<file path="config.mk">
export PLATFORM = sky130hd
export DESIGN_NAME = buf_reader
export DESIGN_NICKNAME = d
export VERILOG_FILES = /design/src/rtl/buf_reader.sv
export SDC_FILE = /design/constraint.sdc
export NUM_CORES = 1
export LEC_CHECK = 0
export CORE_AREA = 2 2 401 403
export DETAILED_ROUTE_END_ITERATION = 10
export DIE_AREA = 0 0 403 405
export GPL_TIMING_DRIVEN = 0
export PLACE_DENSITY = 0.6
export REMOVE_ABC_BUFFERS = 1
export SETUP_SLACK_MARGIN = 0.4
export SYNTH_ARGS = -nofsm -noshare
export SYNTH_HDL_FRONTEND = slang
export SYNTH_SLANG_ARGS = --single-unit
export TNS_END_PERCENT = 10
</file>
<file path="constraint.sdc">
create_clock -name clk -period 3.3 [get_ports clk]
set_input_delay 0.495 -clock clk [delete_from_list [all_inputs] [get_ports clk]]
set_output_delay 0.495 -clock clk [all_outputs]
set_load 0.03 [all_outputs]
</file>
<file path="src/rtl/buf_reader.sv">
// Drain-side reader for a registered-read buffer: issues read strobes only when
// landing space is guaranteed and streams captured words out as valid/ready.
// Optional statistics outputs (pop counter, stall flag) with BUF_READER_STATS_EN.
module buf_reader #(
    parameter int WIDTH  = 512,
    parameter int SDEPTH = 2,
    parameter int PSIZE  = 1
) (
    input  logic             clk,
    input  logic             rst_n,
    input  logic             in_en,
    input  logic             buf_empty,
    output logic             buf_rd,
    input  logic [WIDTH-1:0] buf_rdata,
    output logic             m_valid,
    input  logic             m_ready,
    output logic [WIDTH-1:0] m_data,
    output logic             out_idle
`ifdef BUF_READER_STATS_EN
    ,
    output logic [15:0]      out_pop_cnt,
    output logic             out_stall
`endif
);

    localparam logic [PSIZE+1:0] DEPTH_L = (PSIZE+2)'(SDEPTH);

    logic             rd_pend_q;
    logic [PSIZE:0]   occ_q;
    logic [PSIZE:0]   occ_d;
    logic [PSIZE-1:0] wptr_q;
    logic [PSIZE-1:0] rptr_q;
    logic [WIDTH-1:0] skid_q [SDEPTH];
    logic             pop;
    logic [PSIZE+1:0] level_d;

    assign pop = m_valid & m_ready;

    // One bit wider than occupancy so occ + rd_pend never overflows the compare.
    always_comb begin
        level_d = {1'b0, occ_q}
                + {{(PSIZE+1){1'b0}}, rd_pend_q}
                - {{(PSIZE+1){1'b0}}, pop};
    end

    assign occ_d    = level_d[PSIZE:0];
    assign buf_rd   = rst_n & in_en & ~buf_empty & (level_d < DEPTH_L);
    assign m_valid  = (occ_q != '0);
    assign m_data   = skid_q[rptr_q];
    assign out_idle = (occ_q == '0) & ~rd_pend_q;

    always_ff @(posedge clk or negedge rst_n) begin
        if (!rst_n) begin
            rd_pend_q <= 1'b0;
            occ_q     <= '0;
            wptr_q    <= '0;
            rptr_q    <= '0;
        end else begin
            rd_pend_q <= buf_rd;
            occ_q     <= occ_d;
            if (rd_pend_q) begin
                wptr_q <= wptr_q + PSIZE'(1);
            end
            if (pop) begin
                rptr_q <= rptr_q + PSIZE'(1);
            end
        end
    end

    // Capture is unconditional on rd_pend: the issue rule already reserved the slot.
    always_ff @(posedge clk or negedge rst_n) begin
        if (!rst_n) begin
            for (int i = 0; i < SDEPTH; i++) begin
                skid_q[i] <= '0;
            end
        end else if (rd_pend_q) begin
            skid_q[wptr_q] <= buf_rdata;
        end
    end

`ifdef BUF_READER_STATS_EN
    logic [15:0] pop_cnt_q;
    logic        stall_q;

    always_ff @(posedge clk or negedge rst_n) begin
        if (!rst_n) begin
            pop_cnt_q <= '0;
            stall_q   <= 1'b0;
        end else begin
            if (pop && (pop_cnt_q != 16'hFFFF)) begin
                pop_cnt_q <= pop_cnt_q + 16'd1;
            end
            stall_q <= m_valid & ~m_ready;
        end
    end

    assign out_pop_cnt = pop_cnt_q;
    assign out_stall   = stall_q;
`endif

endmodule

</file>
### After elaboration in Yosys (flattened, before gate mapping)

Cells that the tools add are included.

* $add $sub $neg: 4
* order comparisons: 4
* mux-type cells: 6
* bitwise logic cells: 9
* reductions and logical operators: 3

Operators with widths (count)
* two-way mux 512 bit: 4
* bitwise mux 1024 bit: 1
* demux 512 bit (select 1 bit): 1
* bitwise AND 1 bit: 5
* greater-or-equal comparator 2 bit (second input constant): 2
* NOT 1 -> 2 bit: 2
* adder 2 x 1 -> 3 bit: 1
* less-than comparator 3 x 2 -> 1 bit (second input constant): 1
* subtractor 3 x 1 -> 3 bit: 1
* adder 1 bit (second input constant): 2
* logical NOT 2 bit: 1
* less-than comparator 2 x 1 -> 1 bit (second input constant): 1
* NOT 1 bit: 2
* nonzero test 2 bit: 1
* logical AND 1 bit: 1

* register bits: 1029
* bits of input ports: 517
* word-level logic and storage cells: 32

### Depth between registers and ports, before layout

Gate-level depths: netlist of the first run.

* word-level depth: 6
* depth in mapped cells: 7
* mapped depth without buffers: 7

### Least setup slack after synthesis of the first run

Ideal clock, no wire load.

* path kind: in2out
* from: in m_ready
* to: out buf_rd
* arrival time: 2.601 ns
* data required time: 2.805 ns
* setup slack: 0.204 ns
* stages on the path: 6
* path buffers: 0
* cells stage by stage: o21a_1 > ha_1 > inv_1 > ha_1 > fa_1 > nor4_1

* word-level cells in the longest chain between the ends: 4

RTL lines
* start, declared: RTL line 16 `input logic m_ready,`
* bitwise AND 1 bit: RTL line 37 `assign pop = m_valid & m_ready;`
* subtractor 3 x 1 -> 3 bit: RTL line 43 `- {{(PSIZE+1){1'b0}}, pop};`
* via level_d[1]: RTL line 35 `logic [PSIZE+1:0] level_d;`
* less-than comparator 3 x 2 -> 1 bit: RTL line 47 `assign buf_rd = rst_n & in_en & ~buf_empty & (level_d < DEPTH_L);`
* bitwise AND 1 bit: RTL line 47
* end, declared: RTL line 13 `output logic buf_rd,`

The timed path passes the listed nets, and every way through them passes these cells.

### Worst setup path in the final report of the first run

* from: reg rptr_q
* to: out m_data[250]

* word-level cells in the longest chain between the ends: 4

RTL lines
* start, declared: RTL line 32 `logic [PSIZE-1:0] rptr_q;`
* start signal, assigned: RTL line 65 `rptr_q <= rptr_q + PSIZE'(1);`
* NOT 1 -> 2 bit (implied by the code): RTL line 49 `assign m_data = skid_q[rptr_q];`
* two-way mux 512 bit (implied by the code) (3 in series): RTL line 49
* end, declared: RTL line 17 `output logic [WIDTH-1:0] m_data,`

No other way between the ends. The select of a mux whose other input is x is not followed.

==> results_dict.tcl, run 1 <==
set metrics [dict create \
    wirelength_um 138000 \
    cap_violations 0 \
    run_status "finished, violations left" \
    p_int_mw 45.3 \
    pwr-share-comb 0.526 \
    grt.total_usage 0.161 \
    fin_nets 4408 \
    whs_ps -106 \
    crit_path_end_kind "primary output" \
    grt.overflow.total 0 \
    wl_per_cell_um 22.7 \
    timing.rr.start "rd_pend_q$_DFF_PN0_" \
    leakagePower_nw 27.7 \
    power_switching_share 0.390 \
    syn-mean-instance-area_um2 16.1 \
    vias_per_cell 4.52 \
    worstSetupPathType "reg2out" \
    clock_sinks 1029 \
    power.net_switching_mw 28.9 \
    gp_congestion 0.799 \
    min_period_ps 3270 \
    wl_met1_um 54800 \
    power_density_mw_per_mm2 1180 \
    route.detailed.drc 0 \
    cts_buffer_depth 3 \
    cp.arrival_ps 2780 \
    core-area_mm2 0.159 \
    synth_async_sr_flop_share 1.00 \
    cts_root_buf "clkbuf_16" \
    numCtsBuffers 119 \
    ys.flop_type "dfrtp_1" \
    placed_cell_area_mm2 0.0573 \
    ys_ff_latch 1029 \
    slew_violations 0 \
    layout-drive-gt1-share 0.535 \
    antenna_found_initial 39 \
    final_area_mm2 0.0632 \
    highest_layer "met5" \
    synthCells 2752 \
    critPathMaxFanout 8 \
    synth_top_area_share 0.581 \
    finalCritPeriodShare 0.992 \
    wl_met2_um 68400 \
    ioPinCount 1032 \
    synth_edf_count 0 \
    violations "hold timing" \
    netlist-cell-type-count 17 \
    reg2reg_to "skid_q[569]$_DFFE_PN0P_" \
    clkTransAtPathRegs_ps 60 \
    relSlewSlack 0.425 \
    route.met3.wl_um 11200 \
    worst_pin_slew_ps 862 \
    r2r_slack_ps 340 \
    yosysWarningCount 0 \
    cts_max_level 3 \
    max_freq_mhz 306 \
    place_hpwl_um 89400 \
    dieWidth_um 403 \
    cp-start-kind "register" \
    rsz0062_at_grt "true" \
    antenna_left 0 \
    yosysTopAreaCell "dfrtp_1" \
    min_path_type "in2async" \
    p_clk_frac 0.180 \
    skew_ps 28.0 \
    drt_iter0_drc 1032 \
    die_area_mm2 0.163 \
    areaGrowthSynthToFinish_pct 42.4 \
    firstDrtPassIters 4 \
    grt_pass1_wl_um 198000 \
    hold_buffers 10 \
    grt_pass1_vias 29450 \
    final_util 0.397 \
    ff2ff_path_depth 10 \
    synth_area_mm2 0.0444 \
    yosysMostFrequentCell "mux2_2" \
    cts_tree "done" \
    start_util 0.278 \
    required_ps 2800 \
    setup_viol 0 \
    synth-seq-area-share 0.581 \
    synth_common_cells "1,488 x mux2_2, 1,029 x dfrtp_1, 116 x buf_2" \
    ir_worst_vdd_v 0.000749 \
    grt_max_degree 156 \
    row_count 147 \
    insertion_delay_ps 720 \
    pwr-share-seq 0.294 \
    port_buffers 1031 \
    die_y_um 405 \
    yosys-top-cells-area "dfrtp_1 58%, mux2_2 38%, buf_6 1.3%" \
    finalHoldViolCount 109 \
    num_vias 27505 \
]
-- kinds of logic (layout without fill, tap and decap cells) --
kind of cell,Yosys count,after routing,share of synthesized area
AO/OA/AOI/OAI,1,1,0.000169
XOR/XNOR,3,3,0.000592
adder cells (fa/ha/maj),3,3,0.00102
buffers and inverters,174,1404,0.0271
flip-flops,1029,1029,0.581
multiplexers,1536,1536,0.390
other,0,18,0
AND/OR/NAND/NOR,6,7,0.000677
-- power groups by stage --
stage                     clock, mW  sequential (mW)  combinational (mW)
final                          13.4             21.8                39.1
after global routing           14.3             22.6                40.9
after CTS                      13.9             21.7                38.4
after detailed placement          0             22.0                37.8
after global placement            0             22.1                28.7
after floorplan                   0             20.9                19.1
-- worst max-delay path, stage by stage, from the launching register on --
cell	delay (ps)
dfrtp_4	530
buf_16	160
buf_16	140
buf_16	160
buf_16	170
buf_12	130
buf_16	140
mux2_2	280
clkdlybuf4s15_2	300
-- timing repair --
action	in CTS	in global routing
resized for setup	1087	801
pin swaps	3	3
endpoints found under the setup margin	799	831
endpoints found under the hold margin	90	116
setup buffers	33	17
cloned	33	12
-- worst max path at each step --
stage	from	end	slack (ps)	cells past startpoint
6_report	rptr_q$_DFFE_PN0P_	m_data[250]	30	8
5_1_grt	occ_q[1]$_DFF_PN0_	buf_rd	-100	7
4_1_cts	occ_q[1]$_DFF_PN0_	buf_rd	-120	7
3_5_place_dp	rst_n	buf_rd	-1580	7
3_3_place_gp	rst_n	skid_q[175]$_DFFE_PN0P_	-47400	1
2_1_floorplan	wptr_q$_DFFE_PN0P_	skid_q[1000]$_DFFE_PN0P_	-22290	2
-- final cells by class --
| type | instances | area, um2 |
|---|---|---|
| antenna | 18 | 45.0 |
| fill | 14942 | 96100 |
| clock inverter | 26 | 428 |
| clock buffer | 190 | 3540 |
| multi-input combinational | 1550 | 17700 |
| inverter | 4 | 15.0 |
| tap | 2086 | 2610 |
| sequential | 1029 | 25800 |
| timing repair buffer | 1184 | 13000 |
-- routing by layer --
metal,global-route usage,vias up
met5,0,-
met4,0.0463,42
met3,0.0612,227
met2,0.272,755
met1,0.189,14245
li1,-,12236
-- registers in the layout, summed over array words and instances (netlist names) --
signal     cells
rptr_q         1
skid_q      1024
wptr_q         1
rd_pend_q      1
occ_q          2
-- layout by cell type, fill, tap and decap left out, types with 41 or more instances in the layout --
cell             synthesis  final
mux2_1                  48     48
buf_2                  116     67
dlygate4sd2_1            0    145
clkdlybuf4s50_1          0    571
buf_6                   53    125
buf_16                   0     63
dfrtp_1               1029   1026
clkbuf_2                 0     44
buf_4                    1     61
mux2_2                1488   1415
clkbuf_1                 0     41
clkbuf_16                0    129
mux2_4                   0     73
-- through the flow --
stage	TNS (ps)	hold slack, ps	setup slack (ps)	instances	power, mW
floorplan	-	199	-22290	2582	40.0
global placement	-	464	-47400	5699	50.8
detailed placement	-160360	465	-1580	5748	59.8
CTS	-6160	-143	-117	6040	73.9
global route	-1210	-121	-102	6080	77.8
finish	0	-106	27.4	6087	74.2
Power figures use the tool's default switching activity.
==> run 2: changes to the inputs <==
CTS_BUF_LIST = sky130_fd_sc_hd__clkbuf_8   (was not set)
==> run 2 against run 1 <==
Net effect:
- the run ends with setup timing left
- wire length rose by 0.11%
- worst hold slack better by 300 ps
- total power about the same
- highest routed layer unchanged
==> results_dict.tcl, run 2 (synthesis results as in run 1) <==
set metrics [dict create \
    dp.cells 5748 \
    finalHoldViolCount 0 \
    clkTransAtPathRegs_ps 60 \
    max_freq_mhz 289 \
    worst_pin_slew_ps 868 \
    vias_per_cell 4.47 \
    ioPinCount 1032 \
    slew_violations 0 \
    grt_pass1_vias 30067 \
    mostFrequentLayoutCells "1,460 x mux2_2, 1,028 x dfrtp_1, 598 x clkdlybuf4s50_1" \
    worstSetupPathType "reg2out" \
    antenna_found_initial 40 \
    dieWidth_um 403 \
    violations "setup timing" \
    r2r_slack_ps -40 \
    wl_met1_um 54800 \
    num_vias 27757 \
    relSlewSlack 0.422 \
    port_buffers 1031 \
    finalCritPeriodShare 1.05 \
    grt.total_usage 0.163 \
    die_area_mm2 0.163 \
    instances_no_fill 6213 \
    die_y_um 405 \
    top_regs "skid_q: 1024 flops, occ_q: 2 flops" \
    grt_pass1_wl_um 200000 \
    start_util 0.278 \
    cap_violations 0 \
    final_common_cell "mux2_2" \
    power_density_mw_per_mm2 1170 \
    cts_tree "done" \
    ff_latch_area_mm2 0.0258 \
    layout-drive-gt1-share 0.532 \
    cts_max_level 4 \
    gp_congestion 0.799 \
    wirelength_um 139000 \
    required_ps 2800 \
    critPathMaxFanout 7 \
    final_area_mm2 0.0632 \
    min_path_type "in2reg" \
    row_count 147 \
    wl_per_cell_um 22.3 \
    regMostFlops "skid_q" \
    place_hpwl_um 89400 \
    leakagePower_nw 27.8 \
    grt_max_degree 156 \
    cp-start-kind "register" \
    cts_buffer_depth 3 \
    route.detailed.drc 0 \
    areaGrowthSynthToFinish_pct 42.6 \
    finalWorstSetupSlack_ps -159 \
    firstDrtPassIters 6 \
    skew_ps 35.7 \
    highest_layer "met5" \
    crit_path_end_kind "primary output" \
    cp.arrival_ps 2960 \
    rsz0062_at_grt "true" \
    wl_met2_um 68000 \
    fin_nets 4488 \
    min_period_ps 3460 \
    cts_root_buf "clkbuf_8" \
    drt_iter0_drc 1070 \
    placed_cell_area_mm2 0.0573 \
    ir_worst_vdd_v 0.000687 \
    clock_sinks 1029 \
    antenna_left 0 \
    multi_input_area_mm2 0.0175 \
    route.met3.wl_um 11700 \
    insertion_delay_ps 920 \
    run_status "finished, violations left" \
    numCtsBuffers 188 \
    grt.overflow.total 0 \
    fill_cells 14986 \
    setup_viol 222 \
    core-area_mm2 0.159 \
    largest_reg_flops 1024 \
]
run 2: through the flow:
stage | total power, mW | util | worst slack (ps) | TNS, ps | hold slack, ps
finish | 74.2 | 0.397 | -159 | -9570 | 193
global route | 77.9 | 0.397 | -379 | -80930 | 82.5
CTS | 73.5 | 0.393 | -364 | -112760 | 33.0
detailed placement | 59.8 | 0.360 | -1580 | -160360 | 465
global placement | 50.8 | 0.352 | -47400 | - | 464
floorplan | 40.0 | - | -22290 | - | 199
run 2: worst max-delay path, cell delays in order (launching register included):
cell     delay [ps]
dfrtp_4         540
buf_16          160
buf_16          140
buf_16          150
buf_16          160
buf_16          160
buf_12          130
buf_6           100
mux2_4          330
buf_6           150
run 2: final timing paths:
path                                         start                 endpoint  cells past startpoint
max                             rptr_q$_DFFE_PN0P_              m_data[425]                      9
min                                      buf_empty      rd_pend_q$_DFF_PN0_                      2
max reg2reg                    rd_pend_q$_DFF_PN0_  skid_q[622]$_DFFE_PN0P_                     10
min reg2reg                skid_q[568]$_DFFE_PN0P_  skid_q[568]$_DFFE_PN0P_                      1
max in group asynchronous                    rst_n  skid_q[745]$_DFFE_PN0P_                      7
min in group asynchronous                    rst_n  skid_q[561]$_DFFE_PN0P_                      5
run 2: repair_timing:
item                                   in CTS  in global routing
hold buffers                               10                  0
setup endpoints to repair                 792                959
resized for setup                        1217                639
pin swaps                                   3                  1
endpoints found under the hold margin     249                  0
buffers inserted                           43                 20
cloned                                     31                 12
run 2: layout make-up:
type,count,share of cell area
flip-flops and latches,1029,0.407
multi-input cells,1549,0.277
repair buffers,1196,0.213
clock buffers,231,0.0503
well taps,2086,0.0413
clock inverters,95,0.00928
diodes,23,0.000910
inverters,4,0.000237
run 2: per-layer routing:
metal | vias to the layer above | track usage
li1 | 12426 | -
met1 | 14224 | 0.188
met2 | 817 | 0.274
met3 | 248 | 0.0659
met4 | 42 | 0.0552
met5 | - | 0
run 2: where the power goes:
group	internal (mW)	switching (mW)	total [mW]	leakage, nW
sequential	18.9	2.86	21.8	12.5
combinational	19.3	20.8	40.2	13.2
clock	6.68	5.56	12.2	2.17
==> run 3: changes to the inputs <==
CTS_CLUSTER_SIZE = 16   (was not set)
==> run 3 against run 2 <==
Net effect:
- the run still ends with setup timing left
- worst hold slack got worse by 7.8 ps
- register-to-register slack hardly changed
- final cell count is essentially flat
- fmax about the same
- global-route usage increased by 0.063 points
- clock power barely moved
- die area unchanged
- utilization about the same
- wire length rose by 0.25%
- clock skew shrank 0.85 ps
- worst setup slack lost 3.2 ps
- total power barely moved
- highest routed layer unchanged
==> results_dict.tcl, run 3 (synthesis results as in run 1) <==
set metrics [dict create \
    grt_pass1_wl_um 200000 \
    finalWorstSetupSlack_ps -162 \
    port_buffers 1031 \
    antenna_found_initial 41 \
    finalCritPeriodShare 1.05 \
    clkTransAtPathRegs_ps 60 \
    finalHoldViolCount 0 \
    pwr-share-seq 0.294 \
    worstSetupPathType "reg2out" \
    cap_violations 0 \
    route.detailed.drc 0 \
    cp.arrival_ps 2970 \
    cp-startpoint "rptr_q$_DFFE_PN0P_" \
    max_freq_mhz 289 \
    reg2reg_to "skid_q[721]$_DFFE_PN0P_" \
    insertion_delay_ps 920 \
    p_int_mw 44.9 \
    numCtsBuffers 188 \
    cp-endpoint "m_data[425]" \
    fin_nets 4491 \
    grt.overflow.total 0 \
    power_switching_share 0.394 \
    crit_path_end_kind "primary output" \
    wl_per_cell_um 22.4 \
    min_path_type "in2reg" \
    skew_ps 34.8 \
    grt.total_usage 0.164 \
    top_regs "skid_q: 1024 flops, occ_q: 2 flops" \
    cts_tree "done" \
    relSlewSlack 0.421 \
    final_common_cell "mux2_2" \
    cts_buffer_depth 3 \
    p_clk_frac 0.165 \
    firstDrtPassIters 4 \
    mostFrequentLayoutCells "1,460 x mux2_2, 1,028 x dfrtp_1, 598 x clkdlybuf4s50_1" \
    ioPinCount 1032 \
    finalSetupTns_ps -9480 \
    grt_pass1_vias 30095 \
    setup_viol 226 \
    r2r_slack_ps -40 \
    cts_max_level 4 \
    vias_per_cell 4.46 \
    gp_congestion 0.799 \
    start_util 0.278 \
    layout-drive-gt1-share 0.532 \
    power.net_switching_mw 29.3 \
    die_area_mm2 0.163 \
    place_hpwl_um 89400 \
    fill_cells 14980 \
    areaGrowthSynthToFinish_pct 42.7 \
    leakagePower_nw 27.8 \
    pre_cts_slack_ps -1580 \
    regMostFlops "skid_q" \
    die_y_um 405 \
    drt_iter0_drc 1045 \
    min_period_ps 3460 \
    critPathMaxFanout 7 \
    core-area_mm2 0.159 \
    ff2ff_path_depth 10 \
    run_status "finished, violations left" \
    clock_sinks 1029 \
    dieWidth_um 403 \
    power_density_mw_per_mm2 1170 \
    antenna_left 0 \
    cts_root_buf "clkbuf_8" \
    pwr-share-comb 0.542 \
    timing.rr.start "rd_pend_q$_DFF_PN0_" \
    ir_worst_vdd_v 0.000687 \
    largest_reg_flops 1024 \
    worst_pin_slew_ps 868 \
    rsz0062_at_grt "true" \
    slew_violations 0 \
    cp-start-kind "register" \
    wirelength_um 139000 \
    grt_max_degree 156 \
    num_vias 27731 \
    violations "setup timing" \
    row_count 147 \
    required_ps 2800 \
]
[run 3: metrics by stage]
step	hold WS (ps)	instance area, um2	instances	total power, mW	util
6_report	185	63300	6215	74.2	0.397
5_1_grt	87.2	63300	6208	77.9	0.397
4_1_cts	33.0	62600	6160	73.5	0.393
3_5_place_dp	465	57300	5748	59.8	0.360
3_3_place_gp	464	56100	5699	50.8	0.352
2_1_floorplan	199	43200	2582	40.0	-
[run 3: worst min-delay path by stage]
stage | endpoint | cells after the start | slack (ps) | start
3_3_place_gp | skid_q[558]$_DFFE_PN0P_ | 1 | 460 | skid_q[558]$_DFFE_PN0P_
3_5_place_dp | skid_q[91]$_DFFE_PN0P_ | 1 | 470 | rst_n
2_1_floorplan | occ_q[0]$_DFF_PN0_ | 0 | 200 | rst_n
5_1_grt | skid_q[803]$_DFFE_PN0P_ | 2 | 90 | buf_rdata[291]
6_report | skid_q[576]$_DFFE_PN0P_ | 2 | 190 | buf_rdata[64]
4_1_cts | skid_q[554]$_DFFE_PN0P_ | 2 | 30 | buf_rdata[42]
[run 3: power by group through the flow]
| stage | Clock (mW) | Combinational, mW | Sequential [mW] |
|---|---|---|---|
| 2_1_floorplan | 0 | 19.1 | 20.9 |
| 3_3_place_gp | 0 | 28.7 | 22.1 |
| 5_1_grt | 13.3 | 42.1 | 22.6 |
| 6_report | 12.2 | 40.2 | 21.8 |
| 3_5_place_dp | 0 | 37.8 | 22.0 |
| 4_1_cts | 12.7 | 39.1 | 21.7 |
[run 3: what timing repair did]
| action | CTS | global route |
|---|---|---|
| resized for setup | 1216 | 640 |
| setup endpoints to repair | 792 | 959 |
| endpoints found under the hold margin | 249 | 0 |
| hold buffers | 12 | 0 |
| pin swaps | 3 | 1 |
| setup buffers | 43 | 20 |
| gates cloned | 32 | 12 |
[run 3: per-layer routing]
metal  track usage  wire length, um
met1         0.188            54900
met2         0.275            68100
met3        0.0658            11800
met4        0.0560             3880
met5             0              276
[run 3: critical path, cell delays in order, from the launching register on]
cell	delay [ps]
dfrtp_4	540
buf_16	160
buf_16	140
buf_16	150
buf_16	160
buf_16	160
buf_12	130
buf_6	100
mux2_4	330
buf_6	150
[run 3: cell type report]
class	count	area, um2	share of cell area
sequential	1029	25800	0.407
multi-input combinational	1549	17500	0.277
timing repair buffer	1199	13600	0.214
clock buffer	230	3170	0.0500
tap	2086	2610	0.0412
clock inverter	95	588	0.00929
antenna	23	57.6	0.000909
inverter	4	15.0	0.000237
